### src/rtl/rep_hist.sv
// History-stack controller for the repetition detector: owns the history RAM
// write port and depth, and wraps the detector handshake in a valid/ready query port.
`ifndef BOARD_WIDTH
`define BOARD_WIDTH 64
`endif

module rep_hist #(
    parameter int REPDET_WIDTH = 8
) (
    input  logic                      clk,
    input  logic                      reset,
    input  logic                      cmd_push,
    input  logic                      cmd_pop,
    input  logic                      cmd_mark,
    input  logic                      cmd_trunc,
    input  logic [`BOARD_WIDTH-1:0]   push_board,
    input  logic [3:0]                push_castle_mask,
    output logic                      cmd_ready,
    input  logic                      query_valid,
    input  logic [`BOARD_WIDTH-1:0]   query_board,
    input  logic [3:0]                query_castle_mask,
    output logic                      query_ready,
    output logic                      result_valid,
    output logic                      result_rep,
    output logic [REPDET_WIDTH-1:0]   depth,
    output logic                      err_overflow,
    output logic                      err_underflow,
    output logic                      err_multi,
    output logic [`BOARD_WIDTH-1:0]   rd_board,
    output logic [3:0]                rd_castle_mask,
    output logic                      rd_board_valid,
    output logic                      rd_clear_sample,
    output logic [`BOARD_WIDTH-1:0]   rd_ram_board,
    output logic [3:0]                rd_ram_castle_mask,
    output logic [REPDET_WIDTH-1:0]   rd_ram_wr_addr,
    output logic [REPDET_WIDTH-1:0]   rd_ram_depth,
    output logic                      rd_ram_wr_en,
    input  logic                      rd_thrice_rep,
    input  logic                      rd_thrice_rep_valid
);

    // state | meaning
    // IDLE  | accepting commands and queries
    // ISSUE | board_valid pulse to the detector
    // WAIT  | waiting for the detector verdict
    // CLEAR | clear_sample + result_valid pulse
    // DRAIN | waiting for the detector's lingering valid to drop
    typedef enum logic [2:0] {
        IDLE  = 3'd0,
        ISSUE = 3'd1,
        WAIT  = 3'd2,
        CLEAR = 3'd3,
        DRAIN = 3'd4
    } state_t;

    localparam logic [REPDET_WIDTH-1:0] DEPTH_MAX = {REPDET_WIDTH{1'b1}};
    localparam logic [REPDET_WIDTH-1:0] ONE       = REPDET_WIDTH'(1);

    state_t                    state_q, state_d;
    logic [REPDET_WIDTH-1:0]   depth_q, depth_d;
    logic [REPDET_WIDTH-1:0]   game_len_q, game_len_d;
    logic                      err_overflow_q, err_overflow_d;
    logic                      err_underflow_q, err_underflow_d;
    logic                      err_multi_q, err_multi_d;
    logic                      wr_en_q, wr_en_d;
    logic [REPDET_WIDTH-1:0]   wr_addr_q, wr_addr_d;
    logic [`BOARD_WIDTH-1:0]   ram_board_q, ram_board_d;
    logic [3:0]                ram_mask_q, ram_mask_d;
    logic [`BOARD_WIDTH-1:0]   q_board_q, q_board_d;
    logic [3:0]                q_mask_q, q_mask_d;
    logic                      rep_q, rep_d;

    logic [2:0]                n_cmd;
    logic [REPDET_WIDTH-1:0]   depth_dec;

    always_ff @(posedge clk) begin
        if (reset) begin
            state_q         <= IDLE;
            depth_q         <= '0;
            game_len_q      <= '0;
            err_overflow_q  <= 1'b0;
            err_underflow_q <= 1'b0;
            err_multi_q     <= 1'b0;
            wr_en_q         <= 1'b0;
            wr_addr_q       <= '0;
            ram_board_q     <= '0;
            ram_mask_q      <= '0;
            q_board_q       <= '0;
            q_mask_q        <= '0;
            rep_q           <= 1'b0;
        end else begin
            state_q         <= state_d;
            depth_q         <= depth_d;
            game_len_q      <= game_len_d;
            err_overflow_q  <= err_overflow_d;
            err_underflow_q <= err_underflow_d;
            err_multi_q     <= err_multi_d;
            wr_en_q         <= wr_en_d;
            wr_addr_q       <= wr_addr_d;
            ram_board_q     <= ram_board_d;
            ram_mask_q      <= ram_mask_d;
            q_board_q       <= q_board_d;
            q_mask_q        <= q_mask_d;
            rep_q           <= rep_d;
        end
    end

    always_comb begin
        state_d = state_q;
        case (state_q)
            IDLE:    if (query_valid) state_d = ISSUE;
            ISSUE:   state_d = WAIT;
            WAIT:    if (rd_thrice_rep_valid) state_d = CLEAR;
            CLEAR:   state_d = DRAIN;
            DRAIN:   if (!rd_thrice_rep_valid) state_d = IDLE;
            default: state_d = IDLE;
        endcase
    end

    // History commands, query latch and verdict capture.
    always_comb begin
        depth_d         = depth_q;
        game_len_d      = game_len_q;
        err_overflow_d  = err_overflow_q;
        err_underflow_d = err_underflow_q;
        err_multi_d     = err_multi_q;
        wr_en_d         = 1'b0;
        wr_addr_d       = wr_addr_q;
        ram_board_d     = ram_board_q;
        ram_mask_d      = ram_mask_q;
        q_board_d       = q_board_q;
        q_mask_d        = q_mask_q;
        rep_d           = rep_q;
        n_cmd           = {2'b00, cmd_push} + {2'b00, cmd_pop}
                        + {2'b00, cmd_mark} + {2'b00, cmd_trunc};
        depth_dec       = depth_q - ONE;

        if (state_q == IDLE) begin
            if (n_cmd > 3'd1) err_multi_d = 1'b1;
            if (cmd_trunc) begin
                depth_d = game_len_q;
            end else if (cmd_pop) begin
                if (depth_q == '0) begin
                    err_underflow_d = 1'b1;
                end else begin
                    depth_d = depth_dec;
                    if (depth_dec < game_len_q) game_len_d = depth_dec;
                end
            end else if (cmd_push) begin
                if (depth_q == DEPTH_MAX) begin
                    err_overflow_d = 1'b1;
                end else begin
                    wr_en_d     = 1'b1;
                    wr_addr_d   = depth_q;
                    ram_board_d = push_board;
                    ram_mask_d  = push_castle_mask;
                    depth_d     = depth_q + ONE;
                end
            end else if (cmd_mark) begin
                game_len_d = depth_q;
            end
            if (query_valid) begin
                q_board_d = query_board;
                q_mask_d  = query_castle_mask;
            end
        end

        if (state_q == WAIT && rd_thrice_rep_valid) rep_d = rd_thrice_rep;
    end

    always_comb begin
        cmd_ready          = (state_q == IDLE);
        query_ready        = (state_q == IDLE);
        rd_board_valid     = (state_q == ISSUE);
        rd_clear_sample    = (state_q == CLEAR);
        result_valid       = (state_q == CLEAR);
        result_rep         = (state_q == CLEAR) ? rep_q : 1'b0;
        depth              = depth_q;
        rd_ram_depth       = depth_q;
        err_overflow       = err_overflow_q;
        err_underflow      = err_underflow_q;
        err_multi          = err_multi_q;
        rd_board           = q_board_q;
        rd_castle_mask     = q_mask_q;
        rd_ram_board       = ram_board_q;
        rd_ram_castle_mask = ram_mask_q;
        rd_ram_wr_addr     = wr_addr_q;
        rd_ram_wr_en       = wr_en_q;
    end

endmodule

### config.mk
export PLATFORM = sky130hd
export DESIGN_NAME = rep_hist
export DESIGN_NICKNAME = d
export VERILOG_FILES = /design/src/rtl/rep_hist.sv
export SDC_FILE = /design/constraint.sdc
export NUM_CORES = 1
export LEC_CHECK = 0
export ABC_AREA = 0
export CAP_MARGIN = 15
export CELL_PAD_IN_SITES_DETAIL_PLACEMENT = 0
export CELL_PAD_IN_SITES_GLOBAL_PLACEMENT = 1
export CORE_ASPECT_RATIO = 1.2
export CORE_UTILIZATION = 26
export DETAILED_ROUTE_END_ITERATION = 16
export MAX_ROUTING_LAYER = met4
export PLACE_DENSITY_LB_ADDON = 0.1
export SKIP_LAST_GASP = 1
export SLEW_MARGIN = 10
export SYNTH_ARGS = -nofsm -noshare
export SYNTH_HDL_FRONTEND = slang
export SYNTH_SLANG_ARGS = --single-unit
### constraint.sdc
create_clock -name clk -period 2.9 [get_ports clk]
set_input_delay 0.29 -clock clk [delete_from_list [all_inputs] [get_ports clk]]
set_output_delay 0.29 -clock clk [all_outputs]
set_load 0.02 [all_outputs]
# Yosys cells after proc, flatten, opt, wreduce, memory -nomap -nowiden

Cells that the tools add are included.

Bits in registers: 168
Input port bits: 145
Output and inout bits: 170
Word-level logic and storage cells: 68

Add/subtract/negate cells: 5
$lt $le $gt $ge: 2
Eq/ne operators: 13
Multiplexer cells: 16
Bitwise logic cells: 5
Reduce and logical (&&, ||, !) cells: 14

Operators with widths:

| kind                                                           | number |
|---|---|
| 2-to-1 mux 8 bit                                               | 10 |
| one-hot mux 3 bit (5 select lines)                             | 1 |
| AND reduction 5 bit                                            | 2 |
| 2-to-1 mux 3 bit                                               | 3 |
| adder 8 x 1 -> 8 bit (second input constant)                   | 1 |
| equality test 8 bit (second input constant)                    | 1 |
| logical NOT 8 bit                                              | 1 |
| < comparator 8 bit                                             | 1 |
| AND reduction 4 bit                                            | 2 |
| subtractor 8 x 1 -> 8 bit (second input constant)              | 1 |
| equality test 3 x 2 -> 1 bit (second input constant)           | 2 |
| != test 2 x 1 -> 1 bit (second input constant)                 | 3 |
| != test 2 bit (second input constant)                          | 3 |
| != test 3 bit (second input constant)                          | 2 |
| AND reduction 6 bit                                            | 1 |
| NOT 1 bit                                                      | 5 |
| OR reduction 5 bit                                             | 1 |
| AND reduction 2 bit                                            | 2 |
| adder 2 x 1 -> 3 bit                                           | 1 |
| adder 3 x 1 -> 3 bit                                           | 1 |
| equality test 3 x 1 -> 1 bit (second input constant)           | 1 |
| equality test 3 bit (second input constant)                    | 1 |
| greater-than comparator 3 x 1 -> 1 bit (second input constant) | 1 |
| logical NOT 3 bit                                              | 1 |
| 6 further kinds                                                | 7 |

# Longest topological paths before layout

Word-level depth: 5
Depth in mapped cells: 10
Mapped depth without buffers: 10

# Worst setup path after synthesis

No wires, ideal clock.

Path kind: register -> register
Start: register depth_q[2] (netlist: depth[2])
End: register game_len_q[2]
Library setup time: 0.087 ns
Arrival: 2.901 ns
Data required time: 2.813 ns
Slack: -0.088 ns
Stages on the path, launching flop included: 11
Path buffers: 1
Period minus slack after synthesis: 2.988 ns
Cell sequence: dfxtp_1 > buf_6 > nor3_1 > nor3b_1 > xor2_1 > ha_1 > and3_1 > a22o_1 > o41a_1 > or4_1 > o31ai_1

Word-level cells in the longest chain between the ends: 4
Elaborated cells on any way between the ends: 11
Those cells by class: add/sub: 1; order compare: 1; eq/ne: 2; mux: 5; reduce/logical: 2

Ends and longest elaborated chain:

| item                                                                 | line | source |
|---|---|---|
| start, declared                                                      | 60   | `logic [REPDET_WIDTH-1:0] depth_q, depth_d;` |
| start signal, assigned                                               | 93   | `depth_q <= depth_d;` |
| subtractor 8 x 1 -> 8 bit                                            | 136  | `depth_dec = depth_q - ONE;` |
| < comparator 8 bit or 2-to-1 mux 8 bit (tied branches)               | 147  | `if (depth_dec < game_len_q) game_len_d = depth_dec;` |
| != test 2 x 1 -> 1 bit (no line) or 2-to-1 mux 8 bit (tied branches) | --   |  |
| AND reduction 6 bit (no line) or 2-to-1 mux 8 bit (tied branches)    | --   |  |
| end signal, assigned                                                 | 94   | `game_len_q <= game_len_d;` |
| end, declared                                                        | 61   | `logic [REPDET_WIDTH-1:0] game_len_q, game_len_d;` |

Parallel ways exist; a longest one is shown, timed or not. The select of a mux whose other input is x is not followed.
A chain may end at the register's enable or synchronous reset.

# Worst setup path in the final report

Start: register depth_q[0] (netlist: depth[0])
End: register game_len_q[1]

Same word-level chain as after synthesis.

==> flow_summary.yaml <==
sta:
  hold_viol: 0
  post-route-period-util_pct: 95.2
  worst_slack_ns: 0.139
  holdWs_ns: 0.248
  rsz0062_at_grt: "true"
  worst_slew_pin_slew_ns: 0.548
  finalClockSkew_ns: 0.00900
  tns_ns: 0
  setup_violations: 0
  drv_slew: 0
  slew_headroom_pct: 63.5
  max_freq_mhz: 362
  fin_crit_ns: 2.76
worst_setup_path:
  rr_worst_depth: 10
  path_max_fanout: 8
  worst_ep_required_time_ns: 3.24
  rrSetupSlack_ns: 0.14
  worstSetupStartpointType: "register"
  reg2reg_from: "depth[0]"
  setup.worst_path.class: "register to register"
  r2r_end: "game_len_q[1]"
  worst_setup_path_end_kind: "register"
  worstPathArrival_ns: 3.10
global_route:
  grt_pass1_wl_microns: 35400
  grtUsageTotal_pct: 18.1
  grt_antenna_before_repair: 1
  grt_pass1_vias: 6367
  gr-total-overflow: 0
  grt_max_degree: 81
detailed_routing:
  dr.pass1.iters: 4
  drt-total-wl_microns: 23700
  drc: 0
  wire_per_inst_microns: 15.9
  vias: 6606
  ant_nets: 0
  vias_per_cell: 4.43
  first_iter_violations: 285
layout:
  final_common_cell: "clkdlybuf4s50_1"
  fin_nets: 1306
  areaGrowthSynthToFinish_pct: 60.9
  drive_gt1_share_pct: 7.16
  instances_no_fill: 1490
  final_cell_mix: "313 x clkdlybuf4s50_1, 295 x nand2_1, 166 x dfxtp_1, 150 x a21oi_1, 29 x nor2_1"
  fin_area_sq_um: 10800
  utilization_pct: 42.6
clock_tree:
  tritoncts: "done"
  post-cts-setup-buffers: 0
  cts.reportedPaths.clkPinSlew_ns: 0.07
  clkLatencyLatePin_ns: 0.44
  cts_root_buf: "clkbuf_16"
  cts_buffers: 17
  htreeDepth: 4
  cts.sinks: 168
  clk_path_buf_depth: 2
worst_hold_path:
  hold-path-cell-count: 2
  hp-class: "input port to register"
  hold_end: "err_underflow"
  hold_start: "reset"
power:
  total_power_mw: 6.19
  p_per_area_nw_per_um2: 571
  peakVddDrop_uv: 402
  p_leak_nw: 3.88
floorplanning:
  floorplan.initialDensity_pct: 26.4
  pin_count: 315
  dieArea_sq_um: 26500
  rows: 64
  die_y_microns: 178
  core_sq_um: 25500
  fp.dieW_microns: 149
flow_run:
  max-cap-violations: 0
synth:
  synth_edf_count: 0
  netlist_area_sq_um: 6730
  yosysTopAreaCell: "dfxtp_1"
  synth_seq_area_share_pct: 50.0
  yosys_warnings: 0
  avgSynthCellArea_sq_um: 7.88
  ys_seq_elements: 168
  synth_top_area_share_pct: 50.0
  syn_inst: 854
  mappedNetlistNets: 1014
  ys.flop_type: "dfxtp_1"
  async_reset_ff_share_pct: 0
  netlist_top_cells_area: "dfxtp_1 50%, nand2_1 17%, a21oi_1 11%, ha_1 2.6%, clkbuf_1 2.4%"
  ys_types: 49
run_status:
  status: "complete, no violations"
placed_design:
  placed_area_sq_um: 10300
  place_inst: 1457
  place_congestion: 0.831
  port_buffers: 314
  pre_cts_ws_ns: 0.0869
  hpwl_microns: 16800
synth_stat cells (all sizes together) (4+ instances only):
master	count
or2	8
nor3	8
xnor2	9
buf	28
xor2	5
inv	15
o21ai	11
mux2i	6
nor2	30
nand2b	4
nand3	4
o31ai	7
dfxtp	168
a21oi	150
ha	14
a22oi	5
nand2	296
or4	8
and2	4
clkbuf	43
power by group:
part	switching, mW	leakage, nW	internal [mW]	total, mW
sequential	0.0856	1.37	2.45	2.53
combinational	0.792	2.27	0.744	1.54
clock	1.01	0.248	1.10	2.12
total	1.89	3.88	4.29	6.19
worst max-delay path by stage:
stage / start / end / slack [ns]
2_1_floorplan: depth[2] / game_len_q[2] / 0.01
3_3_place_gp: depth[3] / game_len_q[6] / 0.14
3_5_place_dp: depth[3] / game_len_q[2] / 0.09
4_1_cts: depth[3] / game_len_q[2] / 0.05
5_1_grt: depth[0] / game_len_q[2] / -0.02
6_report: depth[0] / game_len_q[1] / 0.14
critical path, stage by stage, from the launching register on:
cell	delay, ns
dfxtp_4	0.36
nor3_2	0.21
buf_4	0.16
nand2_1	0.06
xnor2_1	0.14
ha_1	0.29
and3_1	0.16
a22o_1	0.23
o41a_1	0.43
or4_1	0.54
o31ai_1	0.08
routing by layer:
layer	vias to the layer above	global-route usage, %	routed length, microns
met5	-	-	0
met4	0	5.44	297
met3	17	6.55	1990
met2	219	30.7	11900
met1	2997	19.7	9540
li1	3373	-	-
cell families after synthesis:
logic type / count (synthesis) / synth area share [%]
AND/OR/NAND/NOR: 379 / 23.7
AO/OA/AOI/OAI: 185 / 14.8
flip-flops: 168 / 50.0
buffers and inverters: 87 / 5.97
adder cells (fa/ha/maj): 15 / 2.90
XOR/XNOR: 14 / 1.82
multiplexers: 6 / 0.892
registers in the layout (all words and copies together) (netlist names):
register	cells
rd_board	64
rd_ram_wr_en	1
err_multi	1
rd_ram_wr_addr	8
state_q	3
depth	8
err_underflow	1
rep_q	1
rd_ram_castle_mask	4
game_len_q	8
rd_ram_board	64
rd_castle_mask	4
err_overflow	1
final cells by class:
class,count,area (sq um)
fillers,2675,14600
repair buffers,345,3450
flip-flops and latches,168,3370
multi-input cells,599,3010
clock buffers,19,433
well taps,330,413
clock inverters,13,98.8
inverters,15,56.3
diodes,1,2.50
repair_timing:
| item | CTS | global route |
|---|---|---|
| gates resized for setup | 0 | 7 |
| hold buffers | 0 | 0 |
| setup endpoints to repair | 0 | 8 |
No activity file was read; power rests on OpenSTA's default activity.
